## src/rtl/quad_pkg.sv

```systemverilog
// Shared AB state encodings, direction levels and transition helpers for quad_step_decoder.
package quad_pkg;

  localparam logic [1:0] ST_00 = 2'b00;
  localparam logic [1:0] ST_10 = 2'b10;
  localparam logic [1:0] ST_11 = 2'b11;
  localparam logic [1:0] ST_01 = 2'b01;

  localparam logic DIR_UP = 1'b1;
  localparam logic DIR_DN = 1'b0;

  // Up sequence is 00->10->11->01->00; only meaningful for one-bit transitions.
  function automatic logic is_up(input logic [1:0] prev, input logic [1:0] curr);
    return ((prev == ST_00) && (curr == ST_10)) ||
           ((prev == ST_10) && (curr == ST_11)) ||
           ((prev == ST_11) && (curr == ST_01)) ||
           ((prev == ST_01) && (curr == ST_00));
  endfunction

  function automatic logic is_illegal(input logic [1:0] prev, input logic [1:0] curr);
    return (prev ^ curr) == 2'b11;
  endfunction

endpackage

```

## src/rtl/debounce_filter.sv

```systemverilog
// Two-flop synchroniser followed by a stability counter; dout follows the synchronised
// input only after it has differed for DEBOUNCE_CYCLES consecutive cycles.
module debounce_filter #(
  parameter int unsigned DEBOUNCE_CYCLES = 5000
) (
  input  logic clk,
  input  logic reset_n,
  input  logic din,
  output logic dout
);

  localparam int unsigned CntW = $clog2(DEBOUNCE_CYCLES + 1);
  localparam logic [CntW-1:0] CntLast = CntW'(DEBOUNCE_CYCLES - 1);

  logic            r_sync1;
  logic            r_sync2;
  logic            r_filt;
  logic [CntW-1:0] r_cnt;

  always_ff @(posedge clk or negedge reset_n) begin
    if (!reset_n) begin
      r_sync1 <= 1'b0;
      r_sync2 <= 1'b0;
    end else begin
      r_sync1 <= din;
      r_sync2 <= r_sync1;
    end
  end

  always_ff @(posedge clk or negedge reset_n) begin
    if (!reset_n) begin
      r_filt <= 1'b0;
      r_cnt  <= '0;
    end else if (r_sync2 == r_filt) begin
      r_cnt <= '0;
    end else if (r_cnt == CntLast) begin
      r_filt <= r_sync2;
      r_cnt  <= '0;
    end else begin
      r_cnt <= r_cnt + CntW'(1);
    end
  end

  assign dout = r_filt;

endmodule

```

## src/rtl/quad_step_decoder.sv

```systemverilog
// Quadrature encoder decoder: debounced A/B to step strobe, direction and error count.
// Define QUAD_X4_EN to strobe on every valid edge; default strobes only on entry to AB=00.
module quad_step_decoder
  import quad_pkg::*;
#(
  parameter int unsigned DEBOUNCE_CYCLES = 5000,
  parameter int unsigned ERR_CNT_W       = 8
) (
  input  logic                 clk,
  input  logic                 reset_n,
  input  logic                 enc_a,
  input  logic                 enc_b,
  output logic                 step,
  output logic                 up_dn,
  output logic                 err,
  output logic [ERR_CNT_W-1:0] err_count
);

  localparam logic [ERR_CNT_W-1:0] ErrCntMax = '1;

  logic                 w_filt_a;
  logic                 w_filt_b;
  logic [1:0]           w_curr_ab;
  logic                 w_step_d;
  logic                 w_err_d;
  logic                 w_up_dn_d;
  logic [1:0]           r_prev_ab;
  logic                 r_step;
  logic                 r_err;
  logic                 r_up_dn;
  logic [ERR_CNT_W-1:0] r_err_count;

  debounce_filter #(.DEBOUNCE_CYCLES(DEBOUNCE_CYCLES)) u_deb_a (
    .clk    (clk),
    .reset_n(reset_n),
    .din    (enc_a),
    .dout   (w_filt_a)
  );

  debounce_filter #(.DEBOUNCE_CYCLES(DEBOUNCE_CYCLES)) u_deb_b (
    .clk    (clk),
    .reset_n(reset_n),
    .din    (enc_b),
    .dout   (w_filt_b)
  );

  assign w_curr_ab = {w_filt_a, w_filt_b};

  always_comb begin
    w_step_d  = 1'b0;
    w_err_d   = 1'b0;
    w_up_dn_d = r_up_dn;
    if (is_illegal(r_prev_ab, w_curr_ab)) begin
      w_err_d = 1'b1;
    end else if (r_prev_ab != w_curr_ab) begin
`ifdef QUAD_X4_EN
      w_step_d  = 1'b1;
      w_up_dn_d = is_up(r_prev_ab, w_curr_ab) ? DIR_UP : DIR_DN;
`else
      if (w_curr_ab == ST_00) begin
        w_step_d  = 1'b1;
        w_up_dn_d = (r_prev_ab == ST_01) ? DIR_UP : DIR_DN;
      end
`endif
    end
  end

  always_ff @(posedge clk or negedge reset_n) begin
    if (!reset_n) begin
      r_prev_ab   <= ST_00;
      r_step      <= 1'b0;
      r_err       <= 1'b0;
      r_up_dn     <= DIR_UP;
      r_err_count <= '0;
    end else begin
      r_prev_ab <= w_curr_ab;
      r_step    <= w_step_d;
      r_err     <= w_err_d;
      r_up_dn   <= w_up_dn_d;
      if (w_err_d && (r_err_count != ErrCntMax)) begin
        r_err_count <= r_err_count + 1'b1;
      end
    end
  end

  assign step      = r_step;
  assign err       = r_err;
  assign up_dn     = r_up_dn;
  assign err_count = r_err_count;

endmodule

```

## config.mk

```make
export PLATFORM = sky130hd
export DESIGN_NAME = quad_step_decoder
export DESIGN_NICKNAME = d
export VERILOG_FILES = /design/src/rtl/quad_pkg.sv /design/src/rtl/debounce_filter.sv /design/src/rtl/quad_step_decoder.sv
export SDC_FILE = /design/constraint.sdc
export NUM_CORES = 1
export LEC_CHECK = 0
export CORE_MARGIN = 3
export CORE_UTILIZATION = 62
export CTS_CLUSTER_DIAMETER = 40
export CTS_CLUSTER_SIZE = 16
export DETAILED_ROUTE_END_ITERATION = 7
export GPL_ROUTABILITY_DRIVEN = 0
export GPL_TIMING_DRIVEN = 1
export PLACE_DENSITY = 0.83
export SETUP_SLACK_MARGIN = 0.3
export SLEW_MARGIN = 15
export SYNTH_ARGS = -nofsm -noshare
export SYNTH_HDL_FRONTEND = slang
export SYNTH_SLANG_ARGS = --single-unit
```

## constraint.sdc

```tcl
create_clock -name clk -period 4.05 [get_ports clk]
set_input_delay 0.81 -clock clk [delete_from_list [all_inputs] [get_ports clk]]
set_output_delay 0.81 -clock clk [all_outputs]
set_load 0.02 [all_outputs]
```

# Word-level counts from Yosys, hierarchy flattened

Cells that the tools add are included.
W data, S select, Z words.

Register bits: 45
Latch bits: 0
Bits in writable memories: 0
Bits in read-only memories: 0
Input bits: 4
Output and inout bits: 11
Word-level logic and storage cells: 42
Memories kept: 0

$add $sub $neg: 3
Multipliers: 0
Div/mod/pow operators: 0
$lt $le $gt $ge: 0
Equal/unequal tests: 8
Shift operators: 0
Mux-type cells: 9
Bitwise gates (word level): 4
Reduce and logical (&&, ||, !) cells: 5

Operator list:

| cell                    | number |
|---|---|
| $mux W13                | 4 |
| $add A13 B1 Y13 const B | 2 |
| $eq A13 B13 Y1 const B  | 2 |
| $add A8 B1 Y8 const B   | 1 |
| $ne A8 B8 Y1 const B    | 1 |
| $mux W1                 | 5 |
| $reduce_and A2 Y1       | 2 |
| $not A1 Y1              | 3 |
| $reduce_and A3 Y1       | 1 |
| $eq A1 B1 Y1            | 2 |
| $eq A2 B1 Y1 const B    | 1 |
| $eq A2 B2 Y1 const B    | 1 |
| $logic_not A2 Y1        | 1 |
| $ne A2 B2 Y1            | 1 |
| $xor A2 B2 Y2           | 1 |
| $logic_and A1 B1 Y1     | 1 |

# Longest topological paths before layout

Gate-level depths: netlist of the first run.

Depth after elaboration: 4
Gate-level depth with buffers: 5

# Cells and area by module

From an unflattened synthesis of the first run, not the netlist that was laid out.

Cells, all modules: 185
Area, all modules: 2069.5 µm²

Modules (own cells, without submodules):

| module            | times used | cells an instance | area an instance (µm²) | seq. area each (µm²) |
|---|---|---|---|---|
| debounce_filter   | 2          | 67                | 721.9                  | 400.4 |
| quad_step_decoder | 1          | 51                | 625.6                  | 326.6 |

# Worst setup path after synthesis of the first run

OpenSTA, ideal clock, no wires.

Path type: register to register
Start: register u_deb_b.r_cnt[10]
End: register u_deb_b.r_filt (netlist: u_deb_b.dout)
Data arrival time: 1.576 ns
Data required time: 3.925 ns
Setup slack: 2.349 ns
Stages on the path, launching flop included: 4
Period minus slack after synthesis: 1.701 ns
Path through: dfrtp_1 or4b_4 nor4_1 mux2_2

Longest elaborated chain between the ends: 2

Ends and longest elaborated chain:

| item                        | line                  | RTL |
|---|---|---|
| start, declared             | debounce_filter.sv:18 | `logic [CntW-1:0] r_cnt;` |
| start signal, assigned      | debounce_filter.sv:40 | `r_cnt <= r_cnt + CntW'(1);` |
| $eq A13 B13 Y1              | debounce_filter.sv:36 | `end else if (r_cnt == CntLast) begin` |
| $reduce_and A2 Y1 (no line) | --                    |  |
| end signal, assigned        | debounce_filter.sv:37 | `r_filt <= r_sync2;` |
| end, declared               | debounce_filter.sv:17 | `logic r_filt;` |

No other way between the ends.
A chain may end at the register's enable or synchronous reset.

# Worst setup path after layout of the first run

Start: register r_up_dn (netlist: up_dn)
End: output up_dn

RTL lines:

| item                   | line                    | RTL |
|---|---|---|
| start, declared        | quad_step_decoder.sv:30 | `logic r_up_dn;` |
| start signal, assigned | quad_step_decoder.sv:79 | `r_up_dn <= w_up_dn_d;` |
| end, declared          | quad_step_decoder.sv:14 | `output logic up_dn,` |

No word-level cell between the ends.

==> key figures, run 1 <==
Setup path
  – Reg-to-reg slack, setup: slightly above 2 ns
  – Largest delay share family, worst path: buffers and inverters
  – Worst path bufs/invs: 1
  – Slowest CP cell: clkdlybuf4s50_1
  – Type of the worst setup path: flip-flop to primary output
  – Worst Setup Start Kind: flip-flop
  – Crit-path max FO: 2
  – Crit. End Element: primary output
  – Crit path largest cell delay: 0.59 ns
  – CP Cell Sequence: clkdlybuf4s50_1
  – Critical Path AT: between 1 and 1.5 ns
  – R2r startpoint: u_deb_a.r_cnt[10]
  – R2R Path End: u_deb_a.r_cnt[2]
  – WP data required: about 3.2 ns
  – FF-to-FF path depth: 3

STA
  – RSZ-0062 raised after global routing: false
  – Slew Limit Fails: 0
  – Final setup viols: 0
  – FMAX: 0.436 GHz
  – Setup Skew: 0.00690 ns
  – Final setup TNS: 0 ns
  – Crit path time final: 2.30 ns
  – Fin crit share: 56.7%
  – Final hold vios: 0
  – Worst slew pin tran: 0.967 ns
  – Max-slew headroom: a little over a third

Run
  – Max-Cap Viols: 0

Global routing
  – First-pass GRT wire length: about 7400 um
  – Largest net degree at the start of global routing: 46
  – Total grt overflow: 0
  – Initial antenna violation count: 0
  – Overall routing resource usage: 23.0%
  – Vias in the first global route: 1606

Die
  – Die height: 64.3 um
  – Die area: slightly above 0.004 mm2
  – Die span in x: 64.3 um
  – Starting density of the core: 66.8%
  – I/O pins: 15
  – Core Box Area: 0.00315 mm2
  – Rows: 20

Power and ir drop
  – Max rail drop VDD: 263 uV
  – Power per Cell Area: about 300 mW/mm2
  – Leakage: 1.04 nW
  – Pwr Total: 0.000694 W

Route
  – Starting DRT DRC Count: 154
  – Post-detailed-route wirelength per cell: about 16 um
  – DR vias/cell: 6.17
  – Initial DRT Pass Iterations: 4
  – Post-Route WL: ~4000 um
  – DR vias: 1568
  – Antenna-violating nets left: 0
  – DRC viols: 0

Placement
  – Post-DP HPWL: 2880 um
  – IO buf count: 14
  – Placed Cells: approximately 250

Final layout
  – Layout area overhead: 9.86%
  – Layout Cells excl Fill: 254
  – Diode count: 0
  – Layout cells sized above 1: 8.57%
  – Final #Nets: 218

Logic synthesis
  – Seq/Total Area, Yosys: 53.5%
  – Synthesis warning total: 0
  – Top-area cell type share of the netlist area: 52.3%
  – Post-synth top cells: dfrtp_1, a21oi_1, nor2_1
  – Ys flop type: dfrtp_1
  – Most instantiated library cell after synthesis: dfrtp_1
  – Flip-flop and latch count after synthesis: 45
  – Synth Instances: 193
  – Synth cell types: 29
  – Synth Cell Area: ~0.0021 mm2
  – Syn Area/Cell: 10.9 um2
  – Syn_nets: slightly above 200
  – Yosys top cell by area: dfrtp_1
  – EDFF count, synth: 0
  – Top cells by area, synth: dfrtp_1, a21oi_1, xor2_1, ha_1, or3_1
  – Async SR Flop Fraction: 100%

Clocking
  – Clk buf depth: 2
  – TritonCTS buffer count: 5
  – Worst-Skew Late Latency: 0.35 ns
  – Hold-fix buffers, CTS: 0
  – Clock transition at path regs: ~0.12 ns
  – Post-cts resize count: 0
  – Root buf cell: clkbuf_4
  – # Post-CTS Setup Buffers: 0
  – CTS tree: done
  – CTS sink cnt: 45
  – H-tree levels: 2

Min path
  – Hold_sp: u_deb_b.r_sync1
  – Worst hold path depth: 0
  – Hold WC Path Type: flip-flop to flip-flop
  – Hold Path End: u_deb_b.r_sync2

Run status
  – Outcome: complete, no violations
-- worst max-delay path by stage --
| stage | startpoint | end | slack [ns] | depth (start not counted) |
|---|---|---|---|---|
| after floorplan | u_deb_b.r_cnt[10] | u_deb_b.dout | 2.35 | 3 |
| after global placement | up_dn | up_dn | 2.15 | 1 |
| after detailed placement | u_deb_b.r_cnt[0] | u_deb_b.r_cnt[4] | 2.08 | 4 |
| after CTS | up_dn | up_dn | 1.74 | 1 |
| after global routing | up_dn | up_dn | 1.70 | 1 |
| final | up_dn | up_dn | 1.75 | 1 |
-- through the flow --
step	setup slack, ns	utilization [%]	cell area (um2)	hold WS [ns]
detailed placement	2.08	71.8	2260	0.336
CTS	1.74	73.4	2310	0.364
floorplan	2.35	-	2110	0.331
global route	1.70	73.4	2310	0.380
global placement	2.15	71.8	2260	0.338
finish	1.75	73.4	2310	0.361
-- logic make-up after synthesis --
kind of cell	synth area share, %
AND/OR/NAND/NOR	19.1
AO/OA/AOI/OAI	13.5
XOR/XNOR	4.99
adder cells (fa/ha/maj)	2.97
buffers and inverters	2.85
multiplexers	3.15
flip-flops	53.5
-- layout make-up --
type | count | area (um2)
Tap cell | 44 | 55.1
Inverter | 7 | 26.3
Clock buffer | 6 | 41.3
Fill cell | 234 | 838
Sequential cell | 45 | 1130
Timing Repair Buffer | 14 | 135
Multi-Input combinational cell | 136 | 920
Clock inverter | 2 | 10.0
-- placed cells by master (no fill, tap or decap), types with 2 or more instances in the layout --
cell type        netlist  final
ha_1                   5      5
a31oi_1                2      2
inv_1                  7      7
clkdlybuf4s50_1        0     13
mux2_2                 5      5
clkbuf_4               0      5
nand2_1                8      8
nor4_1                 3      3
nand4_1                8      8
dfrtp_1               44     44
a21oi_1               20     20
clkinv_2               0      2
nor2_1                14     14
o31ai_1                8      8
or4_1                  8      8
o41ai_4                2      2
xor2_1                10     10
xnor2_1                2      2
or3_1                 10     10
nand3_1               12     12
nor2b_1                2      2
and3_1                 2      2
or4b_4                 2      2
o21ai_0                8      8
-- per-layer routing --
metal | track usage, % | up-vias | part of all wire (%)
met5 | 0 | - | 0
met4 | 10.8 | 0 | 2.2
met3 | 4.04 | 8 | 4.3
met2 | 37.6 | 46 | 52
met1 | 29.7 | 768 | 42
li1 | - | 746 | -
-- flip-flops by register name, indices dropped and copies added (netlist names) --
register / flops
u_deb_b.r_sync1: 1
r_prev_ab: 2
u_deb_b.r_sync2: 1
err_count: 8
step: 1
u_deb_a.r_sync1: 1
u_deb_a.r_cnt: 13
up_dn: 1
u_deb_a.dout: 1
u_deb_b.dout: 1
u_deb_b.r_cnt: 13
u_deb_a.r_sync2: 1
err: 1
-- power breakdown --
part	internal (W)	switching [W]
logic	0.00000930	0.0000187
registers	0.000456	0.00000670
clock network	0.0000663	0.000137
total	0.000532	0.000162
Note: power is estimated with default switching activity, not from simulation.
==> inputs of run 2 (changes only) <==
--- a/config.mk
+++ b/config.mk
@@ -6,13 +6,13 @@
 export NUM_CORES = 1
 export LEC_CHECK = 0
 export CORE_MARGIN = 3
-export CORE_UTILIZATION = 62
+export CORE_UTILIZATION = 57
 export CTS_CLUSTER_DIAMETER = 40
 export CTS_CLUSTER_SIZE = 16
 export DETAILED_ROUTE_END_ITERATION = 7
 export GPL_ROUTABILITY_DRIVEN = 0
 export GPL_TIMING_DRIVEN = 1
-export PLACE_DENSITY = 0.83
+export PLACE_DENSITY = 0.77
 export SETUP_SLACK_MARGIN = 0.3
 export SLEW_MARGIN = 15
 export SYNTH_ARGS = -nofsm -noshare
==> constraint.sdc (replaced) <==
create_clock -name clk -period 2.4 [get_ports clk]
set_input_delay 0.48 -clock clk [delete_from_list [all_inputs] [get_ports clk]]
set_output_delay 0.48 -clock clk [all_outputs]
set_load 0.02 [all_outputs]
==> run 2 against run 1 <==
Routed wire length down 0.99%. Register-to-register slack worse by 1.6 ns. Clock power grew 120%. Sequential share of layout area shrank 1.2 points. Setup slack got worse by 1.3 ns. Die area up 7.9%. Final area increased by 2.4%. Non-clock buffer count grew 3. First-iteration DRC count is 61% lower. Via count fell by 1.1%. Clock skew barely moved.
==> key figures, run 2 (synthesis results as in run 1) <==
STA
  – Final hold vios: 0 (unchanged)
  – Final setup margin: 0.412 ns (was 1.75 ns)
  – Fin crit share: 82.8%
  – Final setup viols: 0 (unchanged)
  – Max-slew headroom: 52.7% (was 35.6%)
  – Worst slew pin tran: 0.706 ns (was 0.967 ns)
  – Setup Skew: 0.00656 ns (was 0.00690 ns)
  – Final setup TNS: 0 ns (unchanged)
  – FMAX: roughly 0.5 GHz
  – RSZ-0062 raised after global routing: false (unchanged)
  – Slew Limit Fails: 0 (unchanged)
  – Crit path time final: 1.99 ns

Setup path
  – CP Cell Sequence: or4b_4 -> o41ai_4 -> nor2_1 (was clkdlybuf4s50_1)
  – Slowest CP cell: o41ai_4 (was clkdlybuf4s50_1)
  – Crit path from: u_deb_a.r_cnt[10] (was up_dn)
  – Reg-to-reg slack, setup: 0.41 ns (was 2.06 ns)
  – Crit. End Element: flip-flop (was primary output)
  – Largest delay share family, worst path: compound AO/OA/AOI/OAI gates (was buffers and inverters)
  – Critical Path AT: 2.14 ns (was 1.49 ns)
  – Worst path bufs/invs: 0 (was 1)
  – Worst Setup Start Kind: flip-flop (unchanged)
  – Crit path largest cell delay: 0.71 ns (was 0.59 ns)
  – Crit-path max FO: 13 (was 2)
  – Type of the worst setup path: flip-flop to flip-flop (was flip-flop to primary output)
  – WP data required: 2.56 ns (was 3.24 ns)
  – R2r startpoint: u_deb_a.r_cnt[10] (unchanged)

Global routing
  – Vias in the first global route: 1507 (was 1606)
  – First-pass GRT wire length: 6880 um (was 7380 um)
  – Overall routing resource usage: 20.5% (was 23.0%)
  – Total grt overflow: 0 (unchanged)
  – Largest net degree at the start of global routing: 26 (was 46)
  – Initial antenna violation count: 0 (unchanged)

Placement
  – Post-DP HPWL: 2840 um (was 2880 um)
  – Worst Setup Slack post-DPL: 0.393 ns (was 2.08 ns)
  – IO buf count: 14 (unchanged)

Run status
  – Outcome: complete, no violations (unchanged)

Clocking
  – H-tree levels: 2 (unchanged)
  – Clk buf depth: 2 (unchanged)
  – Worst-Skew Late Latency: 0.30 ns (was 0.35 ns)
  – TritonCTS buffer count: 5 (unchanged)
  – CTS sink cnt: 45 (unchanged)
  – Root buf cell: clkbuf_8 (was clkbuf_4)
  – Hold-fix buffers, CTS: 0 (unchanged)
  – Clock transition at path regs: 0.08 ns (was 0.12 ns)
  – CTS tree: done (unchanged)

Die
  – Die area: 0.00446 mm2 (was 0.00413 mm2)
  – Core Box Area: 0.00344 mm2 (was 0.00315 mm2)
  – Die span in x: 66.8 um (was 64.3 um)
  – Rows: 21 (was 20)
  – Starting density of the core: 61.2% (was 66.8%)
  – I/O pins: 15 (unchanged)
  – Die height: 66.8 um (was 64.3 um)

Final layout
  – Util after Layout: 68.9% (was 73.4%)
  – Register area: 0.00113 mm2 (unchanged)
  – Fill cell count: 250 (was 234)
  – Diode count: 0 (unchanged)
  – Final #Nets: 221 (was 218)
  – Layout cells sized above 1: 9.86% (was 8.57%)
  – Layout area overhead: 12.5% (was 9.86%)
  – Commonest non-fill, non-tap cell in the layout: dfrtp_1 (unchanged)
  – Area of the multi-input gates: 920 um2 (unchanged)
  – Most frequent cells in the layout: dfrtp_1, a21oi_1, nor2_1 (unchanged)

Power and ir drop
  – Max rail drop VDD: 298 uV (was 263 uV)
  – Int Pwr: 0.000989 W (was 0.000532 W)
  – Power per Cell Area: 538 mW/mm2 (was 300 mW/mm2)
  – Reg power frac: 61.1% (was 66.7%)
  – Switch share: 22.4% (was 23.3%)
  – Switch Pwr: 0.000286 W (was 0.000162 W)
  – Leakage: 1.06 nW (was 1.04 nW)
  – Power share of the clock group: 35.0% (was 29.2%)
  – Combinational share of power: 3.9% (was 4.0%)

Route
  – Antenna-violating nets left: 0 (unchanged)
  – Post-Route WL: 4000 um (was 4040 um)
  – Post-detailed-route wirelength per cell: 15.4 um (was 15.9 um)
  – DRC viols: 0 (unchanged)
  – Starting DRT DRC Count: 60 (was 154)
  – DR vias/cell: 5.98 (was 6.17)
  – Initial DRT Pass Iterations: 4 (unchanged)
  – DR vias: 1550 (was 1568)

Min path
  – Hold WC Path Type: input port to async pin (was flip-flop to flip-flop)

Run
  – Max-Cap Viols: 0 (unchanged)
## run 2: cell type report
class,instances,share of cell area [%]
well taps,46,2.43
inverters,7,1.11
multi-input cells,136,38.8
clock inverters,2,0.422
flip-flops and latches,45,47.5
repair buffers,17,6.65
clock buffers,6,3.06
## run 2: power groups by stage
stage,registers (W),clock network (W),logic [W]
after floorplan,0.000793,0,0.0000271
after global placement,0.000794,0,0.0000472
after detailed placement,0.000795,0,0.0000495
after CTS,0.000780,0.000459,0.0000498
after global routing,0.000781,0.000490,0.0000566
final,0.000780,0.000446,0.0000496
## run 2: through the flow
stage               hold WS (ns)  area, um2  power [W]  std cells
CTS                        0.165       2360    0.00129        258
global route               0.185       2370    0.00133        259
floorplan                  0.184       2110   0.000820        193
global placement           0.338       2280   0.000841        250
finish                     0.155       2370    0.00128        259
detailed placement         0.336       2280   0.000844        250
## run 2: worst reg2reg max path: stages, from the launching register on
cell,delay (ns)
dfrtp_1,0.43
or4b_4,0.59
o41ai_4,0.71
nor2_1,0.12
## run 2: what timing repair did
action                                  CTS  global route
endpoints found under the hold margin     0             0
setup buffers                             0             1
endpoints found under the setup margin    0             9
resized for setup                         0             0
## run 2: metal layers
metal  share of wire (%)  vias up  global-route usage (%)
li1                    -      751                       -
met4                 2.0        0                    8.63
met5                   0        -                       0
met2                  50       30                    33.3
met1                  44      760                    26.0
met3                 3.7        9                    5.06
## run 2: final timing paths
kind	to	cells after the start
worst max-delay path	u_deb_a.r_cnt[3]	3
worst min-delay path	r_prev_ab[0]	1
worst max register to register	u_deb_a.r_cnt[3]	3
worst min register to register	u_deb_b.r_sync2	0
max in group asynchronous	err_count[7]	2
min in group clk	u_deb_b.r_sync2	0
==> variant 1: new RTL, config.mk and constraints of run 2 <==
Make the reset (`reset_n`) synchronous in 3 clocked blocks.
--- a/src/rtl/debounce_filter.sv
+++ b/src/rtl/debounce_filter.sv
@@ -18,5 +18,5 @@
   logic [CntW-1:0] r_cnt;
 
-  always_ff @(posedge clk or negedge reset_n) begin
+  always_ff @(posedge clk) begin
     if (!reset_n) begin
       r_sync1 <= 1'b0;
@@ -28,5 +28,5 @@
   end
 
-  always_ff @(posedge clk or negedge reset_n) begin
+  always_ff @(posedge clk) begin
     if (!reset_n) begin
       r_filt <= 1'b0;
--- a/src/rtl/quad_step_decoder.sv
+++ b/src/rtl/quad_step_decoder.sv
@@ -66,5 +66,5 @@
   end
 
-  always_ff @(posedge clk or negedge reset_n) begin
+  always_ff @(posedge clk) begin
     if (!reset_n) begin
       r_prev_ab   <= ST_00;
Check against the original RTL: no difference found for any inputs over 10 cycles, from zero or initial values and one cycle with reset_n low; that may be too few to reach the edited logic, so the function may still have changed.
==> variant 1 against run 2 <==
Worst setup slack gained 0.063 ns; design area fell by 10%; critical path type is now flop to primary output; sequential cell count stayed put; synthesized area decreased by 11%; routed wire length down 18%; highest routed layer unchanged; register-to-register slack improved by 0.12 ns; maximum frequency increased by 3.3%.
Power is not compared: it rests on default switching activity, and its combinational part moved more than twofold at a synthesized area within 25%.
==> variant 1: results <==
[status]
status = finished, final reports clean

[place]
hpwlAfterDp_um = 2400
place_inst = 265
dpl_cell_area_mm2 = 0.00207

[cells_and_area]
n_fill_cell = 251
layout-drive-gt1-share = 0.0439
antenna_cells = 0
finalNonFillerCells = 272
nNetsFinal = 237

[route]
num_vias = 1448
drtIter0Drc = 136
post_drt_wl_per_cell_um = 12.0
drt-pass1-iter-count = 5

[sta]
tightest_slew_ns = 0.408
clock_skew_ns = 0.00627

[synthesis]
synth_area_leaders = dfxtp_1 48%, xnor2_1 8.9%, nor2_1 8.4%
synth_adder_area_share = 0.0333
synth_nets = 217
ys.flop_type = dfxtp_1
synth_xor_area_frac = 0.135
synth_compound_area_frac = 0.0373
ys_types = 31
postSynthCellCount = 208
synthArstFlopShare = 0
synthMuxAreaShare = 0.0107
synth_common_cells = 45 x dfxtp_1, 42 x nor2_1, 19 x xnor2_1, 11 x nand2_1, 11 x nand3_1

[global_route]
grt_pass1_vias = 1411
grt_max_degree = 14
grt_usage = 0.181
antenna_found_initial = 0
grt_pass1_wl_um = 5800

[clocking]
clkLatencyLatePin_ns = 0.35
root_buffer = clkbuf_4
clk_pin_slew_ns = 0.11

[critical_path]
cp_slowest_cell = clkdlybuf4s50_1
crit_path_max_fanout = 6
cpPeakStageDelay_ns = 0.65
critPathTopFamily = buffers and inverters
cp.arrival_ns = 1.44

[worst_hold_path]
hold_path_class = flop to flop

[power]
report.power.total_w = 0.00113
==> variant 1: path summary, 6_finish.rpt <==
kind / startpoint / endpoint / slack (ns) / cells after the start
worst max register to register: u_deb_a.r_cnt[5]$_SDFF_PP0_ / u_deb_a.r_cnt[6]$_SDFF_PP0_ / 0.53 / 4
worst min register to register: u_deb_a.r_sync1$_SDFF_PN0_ / u_deb_a.r_sync2$_SDFF_PN0_ / 0.44 / 1
worst min-delay path: u_deb_a.r_sync1$_SDFF_PN0_ / u_deb_a.r_sync2$_SDFF_PN0_ / 0.44 / 1
worst max-delay path: err_count[3]$_SDFFE_PN0P_ / err_count[3] / 0.48 / 1
==> variant 1: kinds of logic after synthesis <==
family,count (synthesis)
compound gates,11
xor+xnor,29
fa+ha+maj,5
buf+inv,12
flops,45
mux,2
simple gates,104
==> variant 1: metal layers <==
| metal | up-vias | share of wire | GRT usage |
|---|---|---|---|
| met5 | - | 0 | 0 |
| met4 | 0 | 0.015 | 0.0674 |
| met3 | 5 | 0.038 | 0.0588 |
| met2 | 34 | 0.51 | 0.318 |
| met1 | 671 | 0.44 | 0.201 |
| li1 | 738 | - | - |
==> variant 1: worst register-to-register path: cells and delay by family, from the launching register on <==
| kind | cells | cell delay, ns |
|---|---|---|
| and+or+nand+nor | 4 | 1.37 |
| DFF | 1 | 0.37 |
==> variant 1: cell type report <==
class / count / share of cell area
clock buffers: 7 / 0.0259
well taps: 44 / 0.0259
multi-input cells: 151 / 0.435
flip-flops and latches: 45 / 0.424
repair buffers: 16 / 0.0730
inverters: 9 / 0.0159
==> variant 1: metrics by stage <==
step	util	setup WS, ns
after floorplan	-	0.665
after global placement	0.667	0.544
final	0.685	0.476
after CTS	0.685	0.457
after global routing	0.685	0.395
after detailed placement	0.667	0.494
==> variant 2: new RTL, config.mk and constraints of run 2 <==
Without the edit above. Add a define of `QUAD_X4_EN`.
--- a/src/rtl/quad_step_decoder.sv
+++ b/src/rtl/quad_step_decoder.sv
@@ -1,4 +1,6 @@
 // Quadrature encoder decoder: debounced A/B to step strobe, direction and error count.
 // Define QUAD_X4_EN to strobe on every valid edge; default strobes only on entry to AB=00.
+`define QUAD_X4_EN
+
 module quad_step_decoder
   import quad_pkg::*;
Formal check against the unedited RTL: same outputs for any inputs over 10 cycles, from zero or initial values and one cycle with reset_n low; that may be too few to reach the edited logic, so the function may still have changed.
==> variant 2 against run 2 <==
Design area shrank 5.0%; core utilization grew 2.0 points; sequential share of layout area grew 2.5 points; global-route usage shrank 1.7 points; routed wire length shrank 15%; combinational power shrank 14%; worst setup slack gained 0.028 ns; non-clock buffer count shrank 2; sequential cell count is the same; synthesized area shrank 5.9%; total power grew 1.2%; critical path type is now flop to primary output; highest routed layer unchanged.
==> variant 2: results <==
[synthesis]
synth_xor_area_frac = 0.132
ys_types = 33
synth_seq_area_share = 0.568
synth_compound_area_frac = 0.0315

[critical_path]
crit_end = up_dn
crit_path_max_fanout = 2
r2r_slack_ns = 0.46
cpPeakStageDelay_ns = 0.59
cp_slowest_cell = clkdlybuf4s50_1
cp.arrival_ns = 1.48

[global_route]
grt_max_degree = 29
grt_pass1_wl_um = 6140
use_met2 = 0.291
grt_pass1_vias = 1357

[cells_and_area]
layout-drive-gt1-share = 0.0792

[floorplanning]
dieArea_mm2 = 0.00422

[sta]
clock_skew_ns = 0.00700
slew_headroom = 0.719
hold_slack_ns = 0.0380

[clocking]
root_buffer = clkbuf_4

[place]
dpl_cell_area_mm2 = 0.00217
pre_cts_slack_ns = 0.336
place_inst = 238

[route]
drtIter0Drc = 119
met3_length_um = 146

[status]
status = finished, final reports clean

[power]
power.leakage_nw = 1.01
## variant 2: layout make-up
type,instances,area [µm²],area share
Inverter,5,18.8,0.00833
Multi-Input combinational cell,129,825,0.366
Clock inverter,1,30.0,0.0133
Tap cell,44,55.1,0.0244
Sequential cell,45,1130,0.500
Timing Repair Buffer,15,143,0.0633
Clock buffer,7,55.1,0.0244
## variant 2: power by group
part           switching, W   total, W  internal [W]
registers         0.0000106   0.000780      0.000770
clock network      0.000218   0.000467      0.000249
logic             0.0000286  0.0000429     0.0000143
## variant 2: timing repair
action / CTS / global route
hold buffers: 0 / 0
endpoints found under the hold margin: 0 / 0
resized for setup: 0 / 1
setup endpoints to repair: 0 / 12
## variant 2: cells by family (layout without fill, tap and decap cells)
group	after synthesis	after routing
compound gates	10	10
xor+xnor	30	30
fa+ha+maj	4	4
buf+inv	7	28
flops	45	45
mux	3	3
simple gates	82	82
